===== src/rtl/ascon_fsm_pkg.sv =====
// Shared types and constants for the Ascon control FSM.
// Phase encoding plus round-count constants.
package ascon_pack;

    localparam int ROUNDS_A   = 12;
    localparam int ROUNDS_B   = 6;
    localparam int RC_START_B = ROUNDS_A - ROUNDS_B;
    localparam int RC_LAST    = ROUNDS_A - 1;
    localparam int RC_W       = 4;

    typedef enum logic [2:0] {
        IDLE,
        INIT,
        AD_WAIT,
        AD,
        PT_WAIT,
        PT,
        FINAL,
        END
    } type_fsm;

    function automatic logic is_round_state(type_fsm s);
        return (s == INIT) || (s == AD) || (s == PT) || (s == FINAL);
    endfunction

endpackage


===== src/rtl/ascon_fsm_round_counter.sv =====
// Permutation round index: loads 0 or 6, counts up,
// saturates at the last round.
module ascon_round_counter
    import ascon_pack::*;
(
    input  logic            clock_i,
    input  logic            reset_i,
    input  logic            load_i,
    input  logic            load_b_i,
    input  logic            inc_i,
    output logic [RC_W-1:0] round_o,
    output logic            last_o
);

    logic [RC_W-1:0] r_cnt;

    // Load wins over increment; never count past the last round
    always_ff @(posedge clock_i) begin
        if (reset_i) begin
            r_cnt <= '0;
        end else if (load_i) begin
            r_cnt <= load_b_i ? RC_W'(RC_START_B) : '0;
        end else if (inc_i && !last_o) begin
            r_cnt <= r_cnt + 1'b1;
        end
    end

    assign round_o = r_cnt;
    assign last_o  = (r_cnt == RC_W'(RC_LAST));

endmodule


===== src/rtl/ascon_fsm.sv =====
// Ascon encryption sequencer: INIT, AD, PT blocks, FINAL, tag.
// Outputs are decoded from state, round and block counters.
module ascon_fsm
    import ascon_pack::*;
#(
    parameter int NB_PT_BLOCKS = 4
) (
    input  logic            clock_i,
    input  logic            reset_i,
    input  logic            start_i,
    input  logic            data_valid_i,
    output logic [RC_W-1:0] round_o,
    output logic            en_reg_state_o,
    output logic            init_state_o,
    output logic            bypass_xor_begin_o,
    output logic            key_xor_begin_o,
    output logic            bypass_xor_end_o,
    output logic            mode_xor_key_o,
    output logic            data_ready_o,
    output logic            cipher_valid_o,
    output logic            tag_valid_o,
    output logic            busy_o
);

    localparam logic [3:0] LAST_BLK = 4'(NB_PT_BLOCKS - 1);

    type_fsm         r_state;
    type_fsm         w_next;
    logic [3:0]      r_blk;
    logic            w_blk_inc;
    logic            w_blk_clr;
    logic            w_load;
    logic            w_load_b;
    logic            w_inc;
    logic            w_last;
    logic [RC_W-1:0] w_round;
    logic            w_r0;
    logic            w_rb;

    ascon_round_counter u_rc (
        .clock_i  (clock_i),
        .reset_i  (reset_i),
        .load_i   (w_load),
        .load_b_i (w_load_b),
        .inc_i    (w_inc),
        .round_o  (w_round),
        .last_o   (w_last)
    );

    // State register
    always_ff @(posedge clock_i) begin
        if (reset_i) begin
            r_state <= IDLE;
        end else begin
            r_state <= w_next;
        end
    end

    // Plaintext block counter, cleared when a message starts
    always_ff @(posedge clock_i) begin
        if (reset_i) begin
            r_blk <= '0;
        end else if (w_blk_clr) begin
            r_blk <= '0;
        end else if (w_blk_inc) begin
            r_blk <= r_blk + 1'b1;
        end
    end

    // Next state and round-counter control
    always_comb begin
        w_next    = r_state;
        w_load    = 1'b0;
        w_load_b  = 1'b0;
        w_inc     = 1'b0;
        w_blk_inc = 1'b0;
        w_blk_clr = 1'b0;
        unique case (r_state)
            IDLE: begin
                if (start_i) begin
                    w_next    = INIT;
                    w_load    = 1'b1;
                    w_blk_clr = 1'b1;
                end
            end
            INIT: begin
                if (w_last) w_next = AD_WAIT;
                else        w_inc  = 1'b1;
            end
            AD_WAIT: begin
                if (data_valid_i) begin
                    w_next   = AD;
                    w_load   = 1'b1;
                    w_load_b = 1'b1;
                end
            end
            AD: begin
                if (w_last) w_next = PT_WAIT;
                else        w_inc  = 1'b1;
            end
            PT_WAIT: begin
                if (data_valid_i) begin
                    w_load = 1'b1;
                    if (r_blk == LAST_BLK) begin
                        w_next = FINAL;
                    end else begin
                        w_next   = PT;
                        w_load_b = 1'b1;
                    end
                end
            end
            PT: begin
                if (w_last) begin
                    w_next    = PT_WAIT;
                    w_blk_inc = 1'b1;
                end else begin
                    w_inc = 1'b1;
                end
            end
            FINAL: begin
                if (w_last) w_next = END;
                else        w_inc  = 1'b1;
            end
            END: begin
                w_next = IDLE;
                w_load = 1'b1;
            end
        endcase
    end

    assign w_r0 = (w_round == '0);
    assign w_rb = (w_round == RC_W'(RC_START_B));

    // Moore output decode
    always_comb begin
        round_o            = w_round;
        en_reg_state_o     = is_round_state(r_state);
        init_state_o       = (r_state == INIT) && w_r0;
        key_xor_begin_o    = (r_state == FINAL) && w_r0;
        data_ready_o       = ((r_state == AD) && w_rb)
                           || ((r_state == PT) && w_rb)
                           || key_xor_begin_o;
        cipher_valid_o     = ((r_state == PT) && w_rb)
                           || key_xor_begin_o;
        bypass_xor_begin_o = !data_ready_o;
        mode_xor_key_o     = ((r_state == INIT) || (r_state == FINAL))
                           && w_last;
        bypass_xor_end_o   = !(mode_xor_key_o
                           || ((r_state == AD) && w_last));
        tag_valid_o        = (r_state == END);
        busy_o             = (r_state != IDLE);
    end

endmodule


===== config.mk =====
export PLATFORM = sky130hd
export DESIGN_NAME = ascon_fsm
export DESIGN_NICKNAME = d
export VERILOG_FILES = /design/src/rtl/ascon_fsm_pkg.sv /design/src/rtl/ascon_fsm_round_counter.sv /design/src/rtl/ascon_fsm.sv
export SDC_FILE = /design/constraint.sdc
export NUM_CORES = 1
export LEC_CHECK = 0
export ABC_AREA = 1
export BUFFER_PORTS_ARGS = -buffer_cell sky130_fd_sc_hd__buf_2
export CAP_MARGIN = 10
export CORE_AREA = 2 2 47 49
export CTS_CLUSTER_SIZE = 20
export DETAILED_ROUTE_END_ITERATION = 6
export DIE_AREA = 0 0 49 51
export GPL_TIMING_DRIVEN = 0
export MAX_ROUTING_LAYER = met4
export PLACE_DENSITY = 0.76
export SETUP_SLACK_MARGIN = 0.02
export SYNTH_ARGS = -nofsm -noshare
export SYNTH_HDL_FRONTEND = slang
export SYNTH_SLANG_ARGS = --single-unit
export TNS_END_PERCENT = 5

===== constraint.sdc =====
create_clock -name clock_i -period 1.6 [get_ports clock_i]
set_input_delay 0.16 -clock clock_i [delete_from_list [all_inputs] [get_ports clock_i]]
set_output_delay 0.16 -clock clock_i [all_outputs]
set_load 0.01 [all_outputs]

==> results.tsv, run 1 <==
metric	value	unit
status	finished clean	
fill_cells	220	
worst_slew_pin_slew	249	ps
power.density	1360	mW/mm²
grt_max_degree	11	
seqPwrFrac	24.7	%
die_w	49	µm
min_from	reset_i	
syn_inst	139	
ys_ff_latch	11	
clk_latency	270	ps
drt_iter0_markers	21	
critical_path_class	reg -> out	
ys_seq_area_share	23.7	%
r2r_start	r_state[1]$_SDFFE_PP0P_	
skew	3.58	ps
grt_use_total	18.4	%
power	1.51	mW
port_buffers	17	
wl	2.00	mm
fp.coreArea	0.00206	mm²
start_kind	flop	
switching_share	48.7	%
post-route-min-period	1500	ps
cts_buffers	3	
gp_congestion	0.867	
drc	0	
cp-end-kind	output port	
via_count	933	
post-route-util	53.9	%
p_leak	0.570	nW
ir_drop	0.000729	V
antenna_found_initial	0	
yosysTopAreaCellShare	23.7	%
cts_sinks	11	
rsz0062_at_grt	yes	
fmax	665	MHz
ant_nets	0	
start_util	45.1	%
postCtsHoldBufs	0	
antenna_cells	0	
yosysTopAreaCell	dfxtp_1	
synth_nets	147	
max_cap_violations	0	
ys_warn_count	0	
cp_max_fo	5	
die_y	51	µm
die_area	0.00250	mm²
p_sw	735	µW
wl_per_cell	10.6	µm
grt_pass1_vias	879	
layout.nets	170	
cts_tree	yes	
area_growth	19.5	%
synthDistinctLibCells	25	
cp.required	1440	ps
cts-root-buf	clkbuf_4	
first_pass_iters	5	
avgSynthCellArea	6.69	µm²
hp-class	in -> reg	
hold_viol_final	0	
io_pins	18	
ys_top_cells_by_area	dfxtp_1 24%, nand2_1 12%, nand3_1 7.5%, nor2_1 6.9%, inv_1 6.1%	
num_rows	17	
drive_gt1_share	36.6	%
critPathLaunch	u_rc.round_o[0]$_SDFFE_PP0P_	
hpwlAfterDp	1.61	mm
cts.clk_slew.worst_paths	70	ps
min_period_over_period	94.0	%
htreeDepth	1	
clock_power_share	13.0	%
relSlewSlack	83.4	%
grt_first_pass_wirelength	3.49	mm
drv_slew	0	
clockBufferDepth	2	
netlist_area	930	µm²
p_comb_share	62.3	%
finalSetupViolCount	0	
overflow	0	
arrival	1340	ps
intPower	774	µW
viasPerCell	4.94	
state kept, by name, indices dropped and copies added (netlist names):
signal	flops
u_rc.round_o	4
r_state	3
r_blk	4
layer usage:
layer / vias to the layer above / share of wire (%) / track usage [%]
met3: 5 / 4.0 / 2.05
met4: 0 / 2.1 / 11.0
li1: 487 / - / -
met5: - / 0 / -
met1: 420 / 46 / 20.4
met2: 21 / 48 / 32.4
final timing paths:
kind                             endpoint  slack (ps)  cells past startpoint
max                          data_ready_o         100                      7
min          u_rc.round_o[1]$_SDFFE_PP0P_         250                      4
max reg2reg  u_rc.round_o[1]$_SDFFE_PP0P_         250                     10
min reg2reg         r_blk[3]$_SDFFE_PP0P_         510                      2
cells in the final DEF (no fill, tap or decap):
cell type   n
nand2_1    28
buf_2      17
nor2_1     16
inv_1      13
nand3_1    13
dfxtp_1     9
inv_2       7
nor2_2      5
o21ai_0     5
nor2_4      4
nand3_2     4
a21oi_2     4
ha_1        4
buf_6       3
nand2_2     3
nand3_4     3
o21ai_1     3
a21oi_1     3
clkbuf_4    3
inv_4       2
nand4_1     2
dfxtp_2     2
inv_6       1
o22ai_1     1
nand3b_1    1
or2_0       1
xor2_1      1
nor3_1      1
clkbuf_1    1
buf_4       1
per-stage QoR:
step	setup TNS [ps]	std cells	setup WS [ps]	hold slack [ps]	instance area (µm²)
after floorplan	0	139	174	388	930
after global placement	0	184	262	461	1050
after detailed placement	0	184	217	488	1050
after CTS	0	188	28.9	250	1080
after global routing	-2.82	189	-2.82	273	1110
final	0	189	95.3	249	1110
cell usage after synthesis (all sizes together):
cell type  instances
a21oi              7
buf                3
dfxtp             11
ha                 4
inv               23
nand2             31
nand3             20
nand3b             1
nand4              2
nor2              25
nor3               1
o21ai              8
o22ai              1
or2                1
xor2               1
critical path, cell delays in order (launching register included):
cell and delay [ps]:
dfxtp_2 370, inv_2 60, ha_1 210, nand3_2 100, nor2_2 50, a21oi_2 120, inv_1 40, buf_2 130
area by class of cell:
class	instances	area [µm²]	share of cell area, %
multi-input cells	102	604	54.4
flip-flops and latches	11	223	20.0
inverters	23	96.3	8.67
repair buffers	18	92.6	8.33
well taps	28	35.0	3.15
plain buffers	3	33.8	3.04
clock buffers	4	26.3	2.36
power by group through the flow:
stage	clock, mW	combinational [mW]	sequential (mW)
after floorplan	0	0.705	0.380
after global placement	0	0.878	0.372
after detailed placement	0	0.903	0.374
after CTS	0.204	0.910	0.371
after global routing	0.211	1.06	0.380
final	0.196	0.941	0.373
logic make-up after synthesis:
kind of cell,after synthesis,share of synthesized area (%)
flip-flops,11,23.7
adder cells (fa/ha/maj),4,5.38
AND/OR/NAND/NOR,81,46.4
AO/OA/AOI/OAI,16,9.56
buffers and inverters,26,14.0
XOR/XNOR,1,0.942
timing repair:
item                                    CTS  global route
endpoints found under the hold margin     0             0
cloned                                    0             0
setup buffers                             0             1
endpoints found under the setup margin    3             5
gates resized for setup                   3             9
pin swaps                                 0             1
No activity file was read; power rests on OpenSTA's default activity.
==> run 2, diff against run 1 <==
--- a/config.mk
+++ b/config.mk
@@ -5,18 +5,19 @@
 export SDC_FILE = /design/constraint.sdc
 export NUM_CORES = 1
 export LEC_CHECK = 0
-export ABC_AREA = 1
+export ABC_AREA = 0
 export BUFFER_PORTS_ARGS = -buffer_cell sky130_fd_sc_hd__buf_2
 export CAP_MARGIN = 10
-export CORE_AREA = 2 2 47 49
+export CORE_AREA = 2 2 45 47
 export CTS_CLUSTER_SIZE = 20
 export DETAILED_ROUTE_END_ITERATION = 6
-export DIE_AREA = 0 0 49 51
+export DIE_AREA = 0 0 47 49
 export GPL_TIMING_DRIVEN = 0
 export MAX_ROUTING_LAYER = met4
-export PLACE_DENSITY = 0.76
+export PLACE_DENSITY = 0.77
 export SETUP_SLACK_MARGIN = 0.02
 export SYNTH_ARGS = -nofsm -noshare
 export SYNTH_HDL_FRONTEND = slang
+export SYNTH_HIERARCHICAL = 1
 export SYNTH_SLANG_ARGS = --single-unit
 export TNS_END_PERCENT = 5
==> run 2 against run 1 <==
  * The run now ends with setup timing left
  * Sequential power is 19% lower
  * Via count increased by 2.5%
  * Largest cell class unchanged
  * First-iteration DRC count is 19% lower
  * Worst setup slack worse by 290 ps
  * Largest power group is now sequential cells
  * Sequential cell count unchanged
==> results.tsv, run 2 <==
metric	value	unit	change
status	finished with violations		was finished clean
violations	setup timing		
via_count	956		was 933
worst-r2r-cell-count	5		was 10
wl	2.54	mm	was 2.00 mm
ys_seq_area_share	25.7	%	was 23.7%
cts_buffers	3		unchanged
fmax	556	MHz	was 665 MHz
clockBufferDepth	2		unchanged
synthDistinctLibCells	48		was 25
r2r_start	r_state[2]$_SDFFE_PP0P_		was r_state[1]$_SDFFE_PP0P_
use_met3	4.44	%	was 2.05%
area_growth	52.8	%	was 19.5%
cp_max_fo	6		was 5
layout_setup_ws	-198	ps	was 95.3 ps
holdWs	165	ps	was 249 ps
min_to	u_rc/round_o[0]$_SDFFE_PP0P_		was u_rc.round_o[1]$_SDFFE_PP0P_
hold_viol_final	0		unchanged
hpwlAfterDp	1.39	mm	was 1.61 mm
worst_slew_pin_slew	267	ps	was 249 ps
skew	4.20	ps	was 3.58 ps
tns	-1150	ps	was 0 ps
cts.clk_slew.worst_paths	80	ps	was 70 ps
grt_max_degree	12		was 11
final_common_cell	buf_2		was nand2_1
die_area	0.00230	mm²	was 0.00250 mm²
power.density	579	mW/mm²	was 1360 mW/mm²
hp-class	in -> reg		unchanged
p_leak	0.562	nW	was 0.570 nW
grt_first_pass_wirelength	4.08	mm	was 3.49 mm
viasPerCell	5.83		was 4.94
io_pins	18		unchanged
syn_inst	102		was 139
dominantRegCellSynth	dfxtp_1		unchanged
dp.cells	146		was 184
avgSynthCellArea	8.41	µm²	was 6.69 µm²
hold_depth	2		was 4
htreeDepth	1		unchanged
cts-root-buf	clkbuf_4		unchanged
ys_warn_count	6		was 0
postCtsHoldBufs	0		unchanged
use_met1	29.8	%	was 20.4%
drive_gt1_share	57.7	%	was 36.6%
grt.busiest_layer	met2		unchanged
r2r-end	u_rc/round_o[1]$_SDFFE_PP0P_		was u_rc.round_o[1]$_SDFFE_PP0P_
netlist_area	858	µm²	was 930 µm²
first_pass_iters	4		was 5
multi_input_area	702	µm²	was 604 µm²
die_w	47	µm	was 49 µm
fp.coreArea	0.00184	mm²	was 0.00206 mm²
finalSetupViolCount	13		was 0
start_util	46.6	%	was 45.1%
ys_top_cells_by_area	dfxtp_1 26%, a21oi_1 4.1%, mux2i_1 3.5%, nor4b_2 3.5%, nand2_1 3.1%		was dfxtp_1 24%, nand2_1 12%, nand3_1 7.5%, nor2_1 6.9%, inv_1 6.1%
r2r_slack	-200	ps	was 250 ps
grt_pass1_vias	874		was 879
synthArstFlopShare	0	%	unchanged
port_buffers	17		unchanged
min_period_over_period	112	%	was 94.0%
met2_usage	41.8	%	was 32.4%
num_rows	16		was 17
arrival	1960	ps	was 1340 ps
layout.nets	144		was 170
ys_ff_latch	11		unchanged
cts_sinks	11		unchanged
min_from	reset_i		unchanged
grt_use_total	24.9	%	was 18.4%
gp_congestion	0.844		was 0.867
post-route-min-period	1800	ps	was 1500 ps
synthTopCellsByCount	11 x dfxtp_1, 7 x a21oi_1, 7 x nand2_1, 5 x nor3_1, 5 x o21ai_0		was 29 x nand2_1, 17 x nor2_1, 15 x inv_1, 14 x nand3_1, 11 x dfxtp_1
wl_per_cell	15.5	µm	was 10.6 µm
start_kind	flop		unchanged
synth_nets	108		was 147
synth_edf_count	0		unchanged
clk_latency	280	ps	was 270 ps
final_area	0.00131	mm²	was 0.00111 mm²
drt_iter0_markers	17		was 21
ant_nets	0		unchanged
die_y	49	µm	was 51 µm
fin_cells	164		was 189
max_cap_violations	0		unchanged
fill_cells	134		was 220
drv_slew	0		unchanged
cts_tree	yes		unchanged
regArea	239	µm²	was 223 µm²
antenna_cells	0		unchanged
yosysTopAreaCell	dfxtp_1		unchanged
rsz0062_at_grt	yes		unchanged
cp-end-kind	flop		was output port
relSlewSlack	82.1	%	was 83.4%
final_cell_mix	16 x buf_2, 14 x buf_4, 5 x nand2_1		was 28 x nand2_1, 17 x buf_2, 16 x nor2_1
critical_path_class	reg -> reg		was reg -> out
drc	0		unchanged
synth_most_common_cell	dfxtp_1		was nand2_1
ir_drop	0.000506	V	was 0.000729 V
cp.required	1760	ps	was 1440 ps
yosysTopAreaCellShare	25.7	%	was 23.7%
place_area	0.00103	mm²	was 0.00105 mm²
overflow	0		unchanged
antenna_found_initial	0		unchanged
-- run 2: cell types whose count changed after synthesis, moves of 4 or more --
cell	before	now
nor2_4	4	0
nand3_1	14	1
inv_2	5	0
inv_1	15	4
nand2_1	29	7
nor2_1	17	4
nand3_2	4	0
nor3_1	1	5
nor2_2	4	0
-- run 2: logic make-up (layout without fill, tap and decap cells) --
group / after synthesis / count (layout) / synth area share, %
AND/OR/NAND/NOR: 45 / 45 / 35.7
AO/OA/AOI/OAI: 25 / 25 / 20.3
adder cells (fa/ha/maj): 2 / 2 / 2.91
multiplexers: 4 / 4 / 4.81
buffers and inverters: 12 / 47 / 7.58
flip-flops: 11 / 11 / 25.7
XOR/XNOR: 3 / 3 / 3.06
-- run 2: area by class of cell --
type,instances,area share (%)
buffer,7,5.82
sequential,11,18.2
tap,27,2.58
timing repair buffer,31,16.3
multi-input combinational,79,53.5
clock buffer,4,2.00
inverter,5,1.53
-- run 2: critical path: stages (launching register included) --
cell and delay [ps]:
dfxtp_4 360, buf_6 120, mux2_4 310, a22o_4 230
or4_4 530, o311a_1 140
-- run 2: through the flow --
stage	power (mW)	worst slack, ps	util [%]
2_1_floorplan	0.424	-204	-
3_3_place_gp	0.465	-321	55.9
3_5_place_dp	0.470	-322	55.9
4_1_cts	0.722	-169	65.7
5_1_grt	0.796	-225	71.2
6_report	0.759	-198	71.2
-- run 2: metal layers --
metal  share of wire [%]  vias up
met5                   0        -
met4                 2.2        0
met3                 4.6       11
met2                  49       36
met1                  44      462
li1                    -      447
-- run 2: worst max path at each step --
stage,cells after the start,end,from
2_1_floorplan,7,u_rc/round_o[1]$_SDFFE_PP0P_,u_rc/round_o[1]$_SDFFE_PP0P_
4_1_cts,5,u_rc/round_o[1]$_SDFFE_PP0P_,r_state[2]$_SDFFE_PP0P_
6_report,5,u_rc/round_o[1]$_SDFFE_PP0P_,r_state[2]$_SDFFE_PP0P_
3_5_place_dp,7,u_rc/round_o[1]$_SDFFE_PP0P_,r_state[0]$_SDFFE_PP0P_
3_3_place_gp,7,u_rc/round_o[1]$_SDFFE_PP0P_,r_state[0]$_SDFFE_PP0P_
5_1_grt,7,u_rc/round_o[1]$_SDFFE_PP0P_,r_state[0]$_SDFFE_PP0P_
-- run 2: power breakdown --
group | internal (mW) | leakage (nW) | switching, mW
clock | 0.0967 | 0.0150 | 0.106
combinational | 0.131 | 0.453 | 0.122
sequential | 0.284 | 0.0936 | 0.0184
-- run 2: timing repair --
item,in CTS,in global routing
pin swaps,9,6
endpoints found under the setup margin,13,15
buffers inserted,13,1
resized for setup,19,21
==> run 3, diff against run 2 <==
--- a/config.mk
+++ b/config.mk
@@ -8,13 +8,15 @@
 export ABC_AREA = 0
 export BUFFER_PORTS_ARGS = -buffer_cell sky130_fd_sc_hd__buf_2
 export CAP_MARGIN = 10
-export CORE_AREA = 2 2 45 47
+export CELL_PAD_IN_SITES_DETAIL_PLACEMENT = 1
+export CELL_PAD_IN_SITES_GLOBAL_PLACEMENT = 1
+export CORE_AREA = 2 2 50 52
 export CTS_CLUSTER_SIZE = 20
 export DETAILED_ROUTE_END_ITERATION = 6
-export DIE_AREA = 0 0 47 49
+export DIE_AREA = 0 0 52 54
 export GPL_TIMING_DRIVEN = 0
 export MAX_ROUTING_LAYER = met4
-export PLACE_DENSITY = 0.77
+export PLACE_DENSITY = 0.82
 export SETUP_SLACK_MARGIN = 0.02
 export SYNTH_ARGS = -nofsm -noshare
 export SYNTH_HDL_FRONTEND = slang
==> run 3 against run 2 <==
  * The run still ends with setup timing left
  * Hold slack worse by 21 ps
  * Power is 2.8% lower
  * Cell area is 4.2% lower
  * Final cell count is 0.61% lower
  * Sequential power hardly changed
  * Register-to-register slack hardly changed
  * Die area is 22% higher
  * Largest power group unchanged
==> results.tsv, run 3 (synthesis results as in run 2) <==
metric	value	unit	change
hold_viol_final	0		unchanged
r2r_slack	-190	ps	was -200 ps
drv_slew	0		unchanged
use_met1	26.3	%	was 29.8%
clk_latency	290	ps	was 280 ps
place_area	0.00103	mm²	about the same
grt.busiest_layer	met2		unchanged
violations	setup timing		unchanged
grt_first_pass_wirelength	4.48	mm	was 4.08 mm
via_count	907		was 956
htreeDepth	1		unchanged
grt_use_total	22.5	%	was 24.9%
finalSetupViolCount	13		unchanged
antenna_cells	0		unchanged
grt_pass1_vias	940		was 874
power.density	587	mW/mm²	was 579 mW/mm²
grt_max_degree	12		unchanged
cts.clk_slew.worst_paths	80	ps	about the same
hpwlAfterDp	1.62	mm	was 1.39 mm
relSlewSlack	83.1	%	was 82.1%
cp-end-kind	flop		unchanged
cts_sinks	11		unchanged
layout_setup_ws	-192	ps	was -198 ps
clockBufferDepth	2		unchanged
drc	0		unchanged
first_pass_iters	4		unchanged
worst_slew_pin_slew	250	ps	was 267 ps
cp.required	1780	ps	was 1760 ps
hp-class	in -> reg		unchanged
start_kind	flop		unchanged
wl_per_cell	16.8	µm	was 15.5 µm
final_cell_mix	16 x buf_2, 9 x buf_4, 6 x buf_6		was 16 x buf_2, 14 x buf_4, 5 x nand2_1
p_leak	0.542	nW	was 0.562 nW
post-route-min-period	1790	ps	was 1800 ps
num_rows	18		was 16
die_w	52	µm	was 47 µm
viasPerCell	5.56		was 5.83
min_period_over_period	112	%	about the same
fin_cells	163		was 164
arrival	1970	ps	was 1960 ps
port_buffers	17		unchanged
antenna_found_initial	0		unchanged
cp_max_fo	4		was 6
cts_buffers	3		unchanged
met2_usage	38.4	%	was 41.8%
fill_cells	279		was 134
ir_drop	0.000356	V	was 0.000506 V
die_area	0.00281	mm²	was 0.00230 mm²
cts-root-buf	clkbuf_4		unchanged
max_cap_violations	0		unchanged
final_common_cell	buf_2		unchanged
final_area	0.00126	mm²	was 0.00131 mm²
fmax	558	MHz	was 556 MHz
postCtsHoldBufs	0		unchanged
overflow	0		unchanged
skew	4.43	ps	was 4.20 ps
area_growth	46.4	%	was 52.8%
use_met3	1.94	%	was 4.44%
layout.nets	140		was 144
cts_tree	yes		unchanged
wl	2.73	mm	was 2.54 mm
ant_nets	0		unchanged
gp_congestion	0.855		was 0.844
dp.cells	149		was 146
die_y	54	µm	was 49 µm
io_pins	18		unchanged
start_util	37.0	%	was 46.6%
rsz0062_at_grt	yes		unchanged
fp.coreArea	0.00232	mm²	was 0.00184 mm²
critical_path_class	reg -> reg		unchanged
drive_gt1_share	54.1	%	was 57.7%
status	finished with violations		unchanged
drt_iter0_markers	5		was 17
-- run 3: cell count changes in the layout (fill, tap and decap cells not counted), sizes merged --
cell | before | now
buf | 38 | 34
clkbuf | 4 | 3
inv | 4 | 5
-- run 3: layer usage --
layer  part of all wire (%)  vias to the layer above
met5                      0                        -
met4                    2.7                        0
met3                    2.3                        7
met2                     50                       16
met1                     45                      442
li1                       -                      442
-- run 3: worst max-delay path: stages, from the launching register on --
cell and delay, ps:
dfxtp_4 370, ha_4 160, and3b_2 230, buf_8 130, nor2b_4 130, inv_4 50
or4_4 470, o311a_1 140
-- run 3: final timing paths --
path,from,to,depth (start not counted)
min,reset_i,u_rc/round_o[0]$_SDFFE_PP0P_,2
min reg2reg,r_blk[2]$_SDFFE_PP0P_,r_blk[2]$_SDFFE_PP0P_,2
max,u_rc/round_o[1]$_SDFFE_PP0P_,u_rc/round_o[1]$_SDFFE_PP0P_,7
max reg2reg,u_rc/round_o[1]$_SDFFE_PP0P_,u_rc/round_o[1]$_SDFFE_PP0P_,7
-- run 3: report_power, final --
part / switching (mW) / internal (mW) / total (mW)
sequential: 0.0165 / 0.284 / 0.301
clock: 0.113 / 0.0931 / 0.206
combinational: 0.115 / 0.116 / 0.231
total: 0.245 / 0.493 / 0.738
-- run 3: layout make-up --
cell class	instances	area, µm²	area share, %
repair buffers	27	195	15.5
plain buffers	7	70.1	5.58
clock inverters	1	5.00	0.398
clock buffers	3	22.5	1.79
flip-flops and latches	11	239	19.0
multi-input cells	79	666	53.0
well taps	30	37.5	2.99
inverters	5	21.3	1.69
-- run 3: what timing repair did --
item / 4_1_cts / 5_1_grt
endpoints found under the setup margin: 13 / 16
gates resized for setup: 21 / 11
buffers inserted: 10 / 0
pin swaps: 9 / 2
cloned: 0 / 0
-- run 3: through the flow --
step	util (%)	setup WS [ps]	TNS [ps]	power, mW	hold slack, ps
floorplan	-	-204	-342	0.424	215
global placement	44.6	-329	-681	0.467	435
detailed placement	44.6	-340	-898	0.473	443
CTS	52.7	-181	-1230	0.722	131
global route	54.2	-250	-2230	0.779	153
finish	54.2	-192	-1340	0.738	144
